**config.mk**
```make
export PLATFORM = sky130hd
export DESIGN_NAME = reference_sequencer_flat
export DESIGN_NICKNAME = d
export VERILOG_FILES = /design/src/rtl/reference_sequencer_pkg.sv /design/src/rtl/reference_sequencer_if.sv /design/src/rtl/reference_sequencer_fifo.sv /design/src/rtl/reference_sequencer.sv /design/src/flat_wrapper.sv
export SDC_FILE = /design/constraint.sdc
export NUM_CORES = 1
export LEC_CHECK = 0
export BUFFER_PORTS_ARGS = -buffer_cell sky130_fd_sc_hd__buf_4
export CORE_MARGIN = 10
export CORE_UTILIZATION = 50
export DETAILED_ROUTE_END_ITERATION = 12
export PLACE_DENSITY = 0.71
export SETUP_SLACK_MARGIN = 0.5
export SYNTH_ARGS = -nofsm -noshare
export SYNTH_HDL_FRONTEND = slang
export SYNTH_HIERARCHICAL = 1
export SYNTH_SLANG_ARGS = --single-unit
```
**constraint.sdc**
```tcl
create_clock -name clk -period 3.5 [get_ports clk]
set_input_delay 0.175 -clock clk [delete_from_list [all_inputs] [get_ports clk]]
set_output_delay 0.175 -clock clk [all_outputs]
set_load 0.1 [all_outputs]
```
**src/rtl/reference_sequencer_pkg.sv**
```systemverilog
// rtl/reference_sequencer_pkg.sv - shared types and constants for the reference sequencer
// Port summary: none (package).
package reference_pkg;

    typedef enum logic [1:0] {
        IDLE  = 2'd0,
        ISSUE = 2'd1,
        DRAIN = 2'd2
    } seq_state_t;

    localparam int default_i_bits = 12;
    localparam int default_q_bits = 12;

    // One FIFO entry: {I, Q, last}
    localparam int sample_bits = default_i_bits + default_q_bits + 1;

    function automatic int sample_width(input int ib, input int qb);
        return ib + qb + 1;
    endfunction

endpackage

```
**src/rtl/reference_sequencer_if.sv**
```systemverilog
// rtl/reference_sequencer_if.sv - output sample stream interface
// Port summary: tvalid/tdata/tlast driven by master, tready driven by slave.
interface reference_sequencer_if
    import reference_pkg::*;
#(
    parameter int width = default_i_bits + default_q_bits
);
    logic             tvalid;
    logic             tready;
    logic [width-1:0] tdata;
    logic             tlast;

    modport master (output tvalid, output tdata, output tlast, input tready);
    modport slave  (input tvalid, input tdata, input tlast, output tready);
endinterface

```
**src/rtl/reference_sequencer_fifo.sv**
```systemverilog
// rtl/reference_sequencer_fifo.sv - synchronous sample FIFO with asynchronous reset
// Ports: clk, rst, push/push_data in, pop in, pop_data (head entry), count, full, empty.
module reference_sample_fifo #(
    parameter int width = 25,
    parameter int depth = 4
) (
    input  logic                       clk,
    input  logic                       rst,
    input  logic                       push,
    input  logic [width-1:0]           push_data,
    input  logic                       pop,
    output logic [width-1:0]           pop_data,
    output logic [$clog2(depth):0]     count,
    output logic                       full,
    output logic                       empty
);
    localparam int aw = $clog2(depth);
    localparam int cw = aw + 1;

    logic [width-1:0] mem [depth];
    logic [aw-1:0]    wr_ptr;
    logic [aw-1:0]    rd_ptr;
    logic             do_push;
    logic             do_pop;

    assign full     = (count == cw'(depth));
    assign empty    = (count == '0);
    assign do_push  = push && !full;
    assign do_pop   = pop && !empty;
    assign pop_data = mem[rd_ptr];

    always_ff @(posedge clk) begin
        if (do_push) begin
            mem[wr_ptr] <= push_data;
        end
    end

    // Depth is a power of two, so the pointers wrap naturally.
    always_ff @(posedge clk or posedge rst) begin
        if (rst) begin
            wr_ptr <= '0;
            rd_ptr <= '0;
            count  <= '0;
        end else begin
            if (do_push) begin
                wr_ptr <= wr_ptr + 1'b1;
            end
            if (do_pop) begin
                rd_ptr <= rd_ptr + 1'b1;
            end
            case ({do_push, do_pop})
                2'b10:   count <= count + cw'(1);
                2'b01:   count <= count - cw'(1);
                default: count <= count;
            endcase
        end
    end
endmodule

```
**src/rtl/reference_sequencer.sv**
```systemverilog
// rtl/reference_sequencer.sv - sweeps reference buffer indices and streams returned I/Q samples
// Ports: clk, rst; start/start_index in, busy/done out; index request (m_axis_index_*),
// returned sample (s_axis_data_tready, i, q, s_axis_data_tvalid); m_axis output stream interface.
module reference_sequencer
    import reference_pkg::*;
#(
    parameter int buffer_length = 10,
    parameter int buffer_bits   = 4,
    parameter int i_bits        = default_i_bits,
    parameter int q_bits        = default_q_bits,
    parameter int fifo_depth    = 4
) (
    input  logic                     clk,
    input  logic                     rst,
    input  logic                     start,
    input  logic [buffer_bits-1:0]   start_index,
    output logic                     busy,
    output logic                     done,
    output logic                     m_axis_index_tvalid,
    output logic [buffer_bits-1:0]   m_axis_index_tdata,
    input  logic                     s_axis_data_tready,
    input  logic [i_bits-1:0]        i,
    input  logic [q_bits-1:0]        q,
    input  logic                     s_axis_data_tvalid,
    reference_sequencer_if.master    m_axis
);
    localparam int sw = sample_width(i_bits, q_bits);
    localparam int cw = $clog2(fifo_depth) + 1;
    localparam int pw = cw + 1;
    localparam int nw = $clog2(buffer_length + 1);
    localparam int bw = buffer_bits + 1;

    seq_state_t state;
    seq_state_t state_next;

    logic [buffer_bits-1:0] next_idx;
    logic [nw-1:0]          issued_cnt;
    logic [nw-1:0]          recv_cnt;
    logic                   inflight;

    logic [cw-1:0]          fifo_count;
    logic                   fifo_full;
    logic                   fifo_empty;
    logic [sw-1:0]          fifo_head;
    logic [pw-1:0]          pending;
    logic                   credit_ok;
    logic                   issue;
    logic                   last_issue;
    logic                   push;
    logic                   pop;
    logic                   accept;

    // A sample issued last cycle has no FIFO entry yet but owns a slot.
    assign pending    = pw'(fifo_count) + pw'(inflight);
    assign credit_ok  = !fifo_full && (pending < pw'(fifo_depth));
    assign issue      = (state == ISSUE) && s_axis_data_tready && credit_ok;
    assign last_issue = issue && (issued_cnt == nw'(buffer_length - 1));
    assign accept     = (state == IDLE) && start;

    // Only a sample that answers our own request is captured; stray valids are dropped.
    assign push = s_axis_data_tvalid && inflight;
    assign pop  = m_axis.tvalid && m_axis.tready;

    assign busy                = (state != IDLE);
    assign m_axis_index_tvalid = issue;
    assign m_axis_index_tdata  = issue ? next_idx : '0;

    assign m_axis.tvalid = !fifo_empty;
    assign m_axis.tdata  = fifo_empty ? '0 : fifo_head[sw-1:1];
    assign m_axis.tlast  = !fifo_empty && fifo_head[0];

    always_comb begin
        state_next = state;
        done       = 1'b0;
        case (state)
            IDLE: begin
                if (start) begin
                    state_next = ISSUE;
                end
            end
            ISSUE: begin
                if (last_issue) begin
                    state_next = DRAIN;
                end
            end
            DRAIN: begin
                if (fifo_empty && !inflight) begin
                    done       = 1'b1;
                    state_next = IDLE;
                end
            end
            default: state_next = IDLE;
        endcase
    end

    always_ff @(posedge clk or posedge rst) begin
        if (rst) begin
            state <= IDLE;
        end else begin
            state <= state_next;
        end
    end

    always_ff @(posedge clk or posedge rst) begin
        if (rst) begin
            next_idx   <= '0;
            issued_cnt <= '0;
            recv_cnt   <= '0;
            inflight   <= 1'b0;
        end else begin
            inflight <= issue;
            if (accept) begin
                // Out-of-range lag offsets fall back to the start of the buffer.
                next_idx   <= ({1'b0, start_index} < bw'(buffer_length)) ? start_index : '0;
                issued_cnt <= '0;
                recv_cnt   <= '0;
            end else begin
                if (issue) begin
                    next_idx   <= (next_idx == buffer_bits'(buffer_length - 1)) ? '0 : next_idx + 1'b1;
                    issued_cnt <= issued_cnt + 1'b1;
                end
                if (push) begin
                    recv_cnt <= recv_cnt + 1'b1;
                end
            end
        end
    end

    reference_sample_fifo #(
        .width (sw),
        .depth (fifo_depth)
    ) u_fifo (
        .clk       (clk),
        .rst       (rst),
        .push      (push),
        .push_data ({i, q, recv_cnt == nw'(buffer_length - 1)}),
        .pop       (pop),
        .pop_data  (fifo_head),
        .count     (fifo_count),
        .full      (fifo_full),
        .empty     (fifo_empty)
    );
endmodule

```
**src/flat_wrapper.sv**
```systemverilog
// flat-port wrapper written by rule: the top's interface ports become plain ports
module reference_sequencer_flat import reference_pkg::*;
#(
    parameter int buffer_length = 10,
    parameter int buffer_bits   = 4,
    parameter int i_bits        = default_i_bits,
    parameter int q_bits        = default_q_bits,
    parameter int fifo_depth    = 4
)
  (clk, rst, start, start_index, busy, done, m_axis_index_tvalid, m_axis_index_tdata, s_axis_data_tready, i, q, s_axis_data_tvalid, m_axis_tvalid, m_axis_tdata, m_axis_tlast, m_axis_tready);
  reference_sequencer_if #(.width(24)) m_axis_i ();
  input  logic clk;
  input  logic rst;
  input  logic start;
  input  logic [buffer_bits-1:0] start_index;
  output logic busy;
  output logic done;
  output logic m_axis_index_tvalid;
  output logic [buffer_bits-1:0] m_axis_index_tdata;
  input  logic s_axis_data_tready;
  input  logic [i_bits-1:0] i;
  input  logic [q_bits-1:0] q;
  input  logic s_axis_data_tvalid;
  output wire logic [$bits(m_axis_i.tvalid)-1:0] m_axis_tvalid;
  output wire logic [$bits(m_axis_i.tdata)-1:0] m_axis_tdata;
  output wire logic [$bits(m_axis_i.tlast)-1:0] m_axis_tlast;
  input wire logic [$bits(m_axis_i.tready)-1:0] m_axis_tready;
  assign m_axis_tvalid = m_axis_i.tvalid;
  assign m_axis_tdata = m_axis_i.tdata;
  assign m_axis_tlast = m_axis_i.tlast;
  assign m_axis_i.tready = m_axis_tready;
  reference_sequencer #(.buffer_length(buffer_length), .buffer_bits(buffer_bits), .i_bits(i_bits), .q_bits(q_bits), .fifo_depth(fifo_depth)) u_core (.clk(clk), .rst(rst), .start(start), .start_index(start_index), .busy(busy), .done(done), .m_axis_index_tvalid(m_axis_index_tvalid), .m_axis_index_tdata(m_axis_index_tdata), .s_axis_data_tready(s_axis_data_tready), .i(i), .q(q), .s_axis_data_tvalid(s_axis_data_tvalid), .m_axis(m_axis_i));
endmodule
```
* Yosys cells after proc, flatten, opt, wreduce, memory -nomap -nowiden
Memories as Yosys holds them, arrays and structs flattened.
Cells that the tools add are included.
** Operators by class
- $add $sub $neg :: 8
- Multiply operators :: 0
- Div/mod/pow operators :: 0
- Magnitude comparators :: 2
- Eq/ne operators :: 11
- Shifts and indexed selects :: 0
- Mux-type cells :: 19
- Bitwise operators :: 0
- Reductions and logical operators :: 21
** Operators by type and width (number)
- 4-bit 2-to-1 mux :: 9
- 24-bit 2-to-1 mux :: 1
- 4-bit by 1-bit adder with 4-bit output (second input constant) :: 3
- 4-bit == test (second input constant) :: 3
- 1-bit logical AND :: 11
- 2-bit nonzero test :: 4
- 2-bit 2-to-1 mux :: 3
- 2-bit one-hot mux with 3 select lines :: 1
- 3-bit one-hot mux with 2 select lines :: 1
- 2-bit by 1-bit adder with 2-bit output (second input constant) :: 2
- 3-bit by 1-bit adder with 4-bit output :: 1
- 2-bit by 1-bit == test with 1-bit output (second input constant) :: 2
- 2-bit == test (second input constant) :: 2
- 4-bit by 3-bit less-than comparator with 1-bit output (second input constant) :: 1
- 4-bit less-than comparator (second input constant) :: 1
- 1-bit 2-to-1 mux :: 4
- 2-bit by 1-bit != test with 1-bit output (second input constant) :: 2
- 3-bit by 1-bit adder with 3-bit output (second input constant) :: 1
- 3-bit == test (second input constant) :: 1
- 1-bit zero test :: 3
- 3-bit zero test :: 1
- 3-bit AND reduction :: 1
- 3-bit by 1-bit subtractor with 3-bit output (second input constant) :: 1
- 2-bit zero test :: 1
- 2-bit != test (second input constant) :: 1
** Storage, ports and cells
- Bits in registers :: 22
- Latch bits :: 0
- RAM bits :: 100
- ROM bits :: 0
- Output and inout port bits :: 33
- Logic and storage cells :: 70
- Memories kept :: 1
** Memory list
- u_core.u_fifo.mem :: depth 4, bits a word 25, read ports 1, clocked after memory_dff 0, wr ports 1, line reference_sequencer_fifo.sv:20 : logic [width-1:0] mem [depth];

* Logic depth before layout (Yosys ltp)
Gate-level depths: netlist (run 1).
- Depth in word-level cells :: 7
- Mapped depth :: 10

* Cells and area by module
The synthesis (run 1) kept the hierarchy.
** By module, submodules not included
- reference_sample_fifo :: times used 1, cells each 169, area an instance 4083.9 um^2, seq. area each 3178.0 um^2
- reference_sequencer :: times used 1, cells each 115, area an instance 1049.8 um^2, seq. area each 375.4 um^2

* Worst setup path after synthesis (run 1)
OpenSTA, ideal clock, no wires.
- Path kind :: flip-flop to output port
- From :: reg u_core.u_fifo.count[0]
- To :: out done
- Arrival :: 3.826 ns
- Required time :: 3.325 ns
- Slack :: -0.501 ns
- Cell stages (with the launch flop) :: 4
- Path buffers :: 0
- Path through :: dfrtp_1 -> nor3_1 -> inv_1 -> nor3_1
** On the way
- Longest elaborated chain between the ends :: 4
** RTL lines
- from (decl) :: line reference_sequencer_fifo.sv:13 : output logic [$clog2(depth):0] count,
- from (signal assigned) :: line reference_sequencer_fifo.sv:52 : 2'b10: count <= count + cw'(1);
- from (signal assigned) :: line reference_sequencer_fifo.sv:53 : 2'b01: count <= count - cw'(1);
- from (signal assigned) :: line reference_sequencer_fifo.sv:54 : default: count <= count;
- 3-bit zero test :: line reference_sequencer_fifo.sv:27 : assign empty = (count == '0);
- net u_core.fifo_empty :: line reference_sequencer.sv:43 : logic fifo_empty;
- 1-bit logical AND :: line reference_sequencer.sv:87 : if (fifo_empty && !inflight) begin
- 1-bit 2-to-1 mux :: line reference_sequencer.sv:87
- 1-bit 2-to-1 mux :: line reference_sequencer.sv:75 : case (state)
- to (decl) :: line flat_wrapper.sv:17 : output logic done;
The timed path passes the listed nets, and every way through them passes these cells.

* Worst setup path after layout (run 1)
- From :: reg u_core.u_fifo.rd_ptr[0]
- To :: out m_axis_tdata[0]
** On the way
- Longest elaborated chain between the ends :: 2
** RTL lines
- from (decl) :: line reference_sequencer_fifo.sv:22 : logic [aw-1:0] rd_ptr;
- from (signal assigned) :: line reference_sequencer_fifo.sv:49 : rd_ptr <= rd_ptr + 1'b1;
- memory read 4 x 25 bit
- net u_core.fifo_head[1] :: line reference_sequencer.sv:44 : logic [sw-1:0] fifo_head;
- 24-bit 2-to-1 mux :: line reference_sequencer.sv:69 : assign m_axis.tdata = fifo_empty ? '0 : fifo_head[sw-1:1];
- to (decl) :: line flat_wrapper.sv:25 : output wire logic [$bits(m_axis_i.tdata)-1:0] m_axis_tdata;
The timed path passes the listed nets, and every way through them passes these cells.

==> reports/results.txt, run 1 <==
Clk Latency, worst-skew pair -> 0.50 ns
Post-CTS sizing -> 0
Top sig layer -> met4
R2r setup slk -> 1.10 ns
Top FF cell, synth -> edfxtp_1
CP peak stage delay -> 0.94 ns
CP delay by family, top -> flip-flops
Die X -> 121 µm
Total Routed Length -> 9940 µm
Placer Congestion -> 0.743
Sequential share of the synthesized area -> 69.2%
Worst path slowest cell -> dfrtp_2
Post-synth top area share -> 58.5%
Boundary Pins -> 67
GRT overflow -> 0
Clock Skew -> 0.00853 ns
Starting Density -> 51.8%
CP arrival -> 2.51 ns
Number of hold buffers added after CTS -> 32
Reg-to-reg startpoint -> u_core/u_fifo/count[2]
Maxcap violations -> 0
Final ANT Viol Nets -> 0
Clock Pin Slew Worst Setup and Hold Paths -> 0.06 ns
Critical path endpoint category -> output pin
Fmax -> 0.373 GHz
Met3 WL -> 438 µm
Min-delay src -> start
DP Wirelength -> 6290 µm
Number of global-route vias before repair -> 3062
Hold Crit Class -> input pin to register
Final hold vios -> 0
First-pass GRT wire length -> 16300 µm
Status -> completed
FF+latch count, synth -> 122
Count leader, synth -> edfxtp_1
Mean Syn Cell Area -> 18.1 µm²
Num rows -> 36
Largest net degree at the start of global routing -> 28
DRC Markers -> 0
CTS Root Buffer Type -> clkbuf_8
WL per Instance -> 18.3 µm
H-tree Lvls -> 4
Critical path cell sequence -> mux4_1, nor2b_1, buf_4
Part of the cycle the worst path needs -> 76.6%
Yosys cell types -> 43
Hold-critical path depth -> 4
TritonCTS clock tree -> yes
Startpoint Class -> register
Max_slew headroom -> 41.2%
Post-synth EDFFs -> 100
YS warnings -> 6
Actual slew at the worst max-slew pin -> 0.882 ns
Core area -> 0.00991 mm²
Slew Viols, Final -> 0
Post-CTS setup buffers -> 0
Async SR Flop Fraction -> 18.0%
Final #Nets -> 441
Cts bufs inserted -> 17
Die area -> 0.0147 mm²
CTS max path bufs -> 2
Synthesized netlist cell count -> 284
Mapped Nets -> 328
Critical path depth in cells -> 3
Metal-1 WL -> 4190 µm
R2R depth -> 9
Initial antenna violation count -> 1
Min-Delay Endpoint -> u_core/issued_cnt[3]
Setup TNS -> 0 ns
Final Setup Violations -> 0
Layout cells sized above 1 -> 32.9%
1st-pass router iterations -> 7
Port Buffers -> 66
Initial drt markers -> 191
Worst endpoint required time -> 3.32 ns
Routed vias/inst -> 5.14
Worst r2r dst -> u_core/u_fifo/count[2]
Overall Global Routing Usage -> 14.4%
Mapped Area -> 0.00513 mm²
Synth area leader -> edfxtp_1
Critical Path Fanout Max -> 27
Synth top area cells -> edfxtp_1, dfrtp_1, mux4_2
Area Growth Syn to Fin -> 30.7%
# clock sinks -> 122
Synth cell count leaders -> edfxtp_1, nor2b_1, dfrtp_1
Final Critical Period -> 2.68 ns
Setup Crit Path Kind -> register to output pin
Die H -> 121 µm
Wire length on met2 -> 5180 µm
Unrepaired setup endpoints after global routing -> no
Worst path bufs/invs -> 1
Vias -> 2797
-- layer usage --
| metal | global-route usage (%) | vias to the layer above |
|---|---|---|
| li1 | - | 1315 |
| met1 | 17.0 | 1406 |
| met2 | 24.1 | 65 |
| met3 | 4.56 | 11 |
| met4 | 5.81 | 0 |
| met5 | 0 | - |
-- cell families after synthesis --
family	Yosys count	share of synthesized area, %
mux	31	12.7
buf+inv	24	2.61
fa+ha+maj	10	2.58
compound gates	13	1.73
flops	122	69.2
simple gates	73	9.29
xor+xnor	11	1.88
-- how the worst max path moves through the flow --
stage,startpoint,to,slack [ns]
2_1_floorplan,u_core/u_fifo/count[0],done,0.35
3_3_place_gp,u_core/u_fifo/count[0],u_core/u_fifo/count[2],1.23
3_5_place_dp,u_core/u_fifo/count[0],u_core/u_fifo/count[2],1.14
4_1_cts,u_core/u_fifo/rd_ptr[0],m_axis_tdata[23],0.74
5_1_grt,u_core/u_fifo/rd_ptr[0],m_axis_tdata[23],0.68
6_report,u_core/u_fifo/rd_ptr[0],m_axis_tdata[0],0.82
-- worst reg2reg max path, cell delays in order, from the launching register on --
cell and delay (ns):
dfrtp_1 0.45, nor3b_2 0.56, nor2b_2 0.18, inv_1 0.09
ha_1 0.18, inv_1 0.06, fa_1 0.38, xor2_1 0.15
nor2_1 0.12, xor2_1 0.15
-- cells in the final DEF, fill, tap and decap left out, types with 5 or more instances in the layout --
master	instances
edfxtp_1	100
buf_4	72
dlygate4sd3_1	32
nor2b_1	26
dfrtp_1	21
mux4_2	18
clkbuf_16	16
inv_1	14
nor2_1	11
ha_1	9
and2_1	8
nand2_1	7
mux4_1	7
xnor2_1	6
clkinv_2	5
xor2_1	5
-- registers in the layout (all words and copies together), names as in the netlist --
name and count:
u_core/inflight 1, u_core/next_idx 4, u_core/recv_cnt 4, u_core/u_fifo/rd_ptr 2, u_core/u_fifo/mem 100, u_core/u_fifo/count 3
u_core/u_fifo/wr_ptr 2, u_core/issued_cnt 4, u_core/state 2
-- through the flow --
step	utilization, %	worst slack [ns]	hold WS (ns)	cells	area (µm²)
floorplan	-	0.348	-0.0216	284	5140
global placement	58.3	1.23	0.149	479	5780
detailed placement	58.3	1.14	0.138	479	5780
CTS	67.7	0.741	0.0281	543	6710
global route	67.7	0.679	0.0511	544	6710
finish	67.7	0.818	0.0500	544	6710
-- cell type report --
class / instances / area (µm²)
Clock inverter: 15 / 195
Fill cell: 688 / 3200
Multi-Input combinational cell: 138 / 1460
Inverter: 14 / 52.6
Timing Repair Buffer: 104 / 861
Tap cell: 133 / 166
Antenna cell: 1 / 2.50
Clock buffer: 17 / 414
Sequential cell: 122 / 3550
Power of run 1 is not shown: default switching activity piles up to over one toggle a cycle in this logic, so the estimate is an artifact.
==> run 2, diff against run 1 <==
- PLACE_DENSITY: 0.71 -> 0.73
- clock period: 3.5 -> 2.19 ns (I/O delays scaled with it)
==> reports/results.txt, run 2 (same netlist as run 1, synthesis figures left out) <==
CP delay by family, top -> multiplexers
Largest net degree at the start of global routing -> 18 (-36%)
Die H -> 121 µm (unchanged)
Max FFs per register -> 100 (unchanged)
Commonest non-fill, non-tap cell in the layout -> edfxtp_1
Layout cells sized above 1 -> 51.3% (+18 points)
Area Growth Syn to Fin -> 53.7%
Final hold vios -> 0 (unchanged)
Status -> completed
Vias -> 3311 (+18%)
Reg-to-reg startpoint -> u_core/u_fifo/count[0]
Critical path endpoint category -> output pin
R2r setup slk -> 0.13 ns (-0.97 ns)
Hold Crit Class -> input pin to register
Most frequent cells in the layout -> edfxtp_1, buf_4, dlygate4sd3_1, buf_12
R2R depth -> 11 (+2)
1st-pass router iterations -> 5 (-2)
Min-Delay Endpoint -> u_core/recv_cnt[0]
Overall Global Routing Usage -> 17.7% (+3.2 points)
Setup TNS -> 0 ns (unchanged)
# clock sinks -> 122 (unchanged)
Worst endpoint required time -> 2.08 ns (-1.24 ns)
Startpoint Class -> register
GRT overflow -> 0 (unchanged)
Maxcap violations -> 0 (unchanged)
Most frequent CP cell -> buf_12
Largest Register -> u_core/u_fifo/mem
Core area -> 0.00991 mm² (unchanged)
Cts bufs inserted -> 17 (unchanged)
Die area -> 0.0147 mm² (unchanged)
Clock Pin Slew Worst Setup and Hold Paths -> 0.06 ns (about the same)
Die X -> 121 µm (unchanged)
Critical path depth in cells -> 5 (+2)
WL per Instance -> 24.1 µm (+32%)
CP arrival -> 2.05 ns (-0.46 ns)
Final #Nets -> 487 (+10%)
DP Wirelength -> 6330 µm (+0.66%)
Initial drt markers -> 174 (-8.9%)
Slew Viols, Final -> 0 (unchanged)
Clk Latency, worst-skew pair -> 0.52 ns (+0.02 ns)
Boundary Pins -> 67 (unchanged)
Post-route cell area -> 0.00789 mm² (+18%)
TritonCTS clock tree -> yes
CTS max path bufs -> 2 (unchanged)
Max_slew headroom -> 61.0% (+20 points)
Final Setup Violations -> 0 (unchanged)
Setup Crit Path Kind -> register to output pin
Total Routed Length -> 14200 µm (+43%)
Final ANT Viol Nets -> 0 (unchanged)
Unrepaired setup endpoints after global routing -> yes
DRC Markers -> 0 (unchanged)
Clock Skew -> 0.0175 ns (+0.00895 ns)
Worst path slowest cell -> mux4_2
Port Buffers -> 66 (unchanged)
Placed cell areas -> 0.00595 mm² (+3.0%)
Num rows -> 36 (unchanged)
Critical Path Fanout Max -> 5 (-81%)
Routed vias/inst -> 5.62 (+9.3%)
Critical path cell sequence -> buf_6, buf_12, mux4_2, nor2b_2, buf_12
CP peak stage delay -> 0.51 ns (-0.43 ns)
Initial antenna violation count -> 0 (-1)
Hold-critical path depth -> 4 (unchanged)
Antenna diode count -> 0 (-1)
Number of global-route vias before repair -> 3534 (+15%)
CTS Root Buffer Type -> clkbuf_8
Starting Density -> 51.8% (unchanged)
Part of the cycle the worst path needs -> 98.6%
Final Critical Period -> 2.16 ns
First-pass GRT wire length -> 19600 µm (+20%)
Actual slew at the worst max-slew pin -> 0.584 ns (-0.298 ns)
Min-delay src -> s_axis_data_tvalid
Worst path bufs/invs -> 3 (+2)
Fmax -> 0.463 GHz
Placer Congestion -> 0.709 (-4.5%)
Worst r2r dst -> u_core/u_fifo/count[2]
H-tree Lvls -> 4 (unchanged)
==> run 2: changes by cell type in the layout (fill, tap and decap cells not counted), moves of 4 or more <==
| cell | change |
|---|---|
| buf_12 | +30 |
| buf_4 | -24 |
| nor2b_1 | -23 |
| and2_4 | +18 |
| buf_6 | +23 |
| mux4_1 | -5 |
| and2_1 | -7 |
| nor2b_4 | +20 |
| mux4_2 | +5 |
| clkinv_4 | +4 |
==> run 2: repair_timing <==
action / in CTS / in global routing
gates resized for setup: 121 / 51
endpoints found under the hold margin: 124 / 0
buffers inserted: 25 / 4
pin swaps: 14 / 13
endpoints found under the setup margin: 138 / 145
cloned: 7 / 8
hold buffers: 31 / 0
==> run 2: metrics by stage <==
stage                     utilization, %  hold WS, ns  std cells  setup slack, ns
after floorplan                        -      -0.0872        284           -0.171
final                               79.6       0.0912        589           0.0309
after detailed placement            60.1       0.0814        482           0.0550
after global placement              60.1       0.0742        482            0.117
after CTS                           76.6       0.0501        577           0.0307
after global routing                79.6        0.104        589          -0.0297
==> run 2: per-layer routing <==
layer	wire, µm	global-route usage [%]
met5	0	0
met4	295	7.08
met3	756	5.21
met2	7680	30.4
met1	5460	20.2
==> run 2: worst reg2reg max path, cell delays in order (launching register included) <==
cell and delay, ns:
dfrtp_2 0.42, buf_6 0.13, nor3_4 0.23, buf_6 0.16, nor2b_1 0.05, o31a_1 0.14
ha_4 0.18, inv_2 0.06, fa_2 0.18, xor2_1 0.18, nor2_1 0.07, xor2_1 0.16
==> run 2: worst max path at each step <==
stage	startpoint	end	slack, ns
2_1_floorplan	u_core/u_fifo/count[2]	done	-0.17
3_5_place_dp	u_core/u_fifo/count[1]	u_core/u_fifo/count[2]	0.05
5_1_grt	u_core/u_fifo/rd_ptr[0]	m_axis_tdata[1]	-0.03
4_1_cts	u_core/u_fifo/rd_ptr[0]	m_axis_tdata[23]	0.03
6_report	u_core/u_fifo/rd_ptr[0]	m_axis_tdata[5]	0.03
3_3_place_gp	u_core/u_fifo/count[1]	u_core/u_fifo/count[2]	0.12
==> run 2: final cells by class <==
type,count,area (µm²)
Sequential cell,122,3560
Fill cell,490,2020
Inverter,14,56.3
Timing Repair Buffer,138,1660
Clock buffer,17,414
Tap cell,133,166
Multi-Input combinational cell,150,1860
Clock inverter,15,175
Power of run 2 is left out for the same reason.
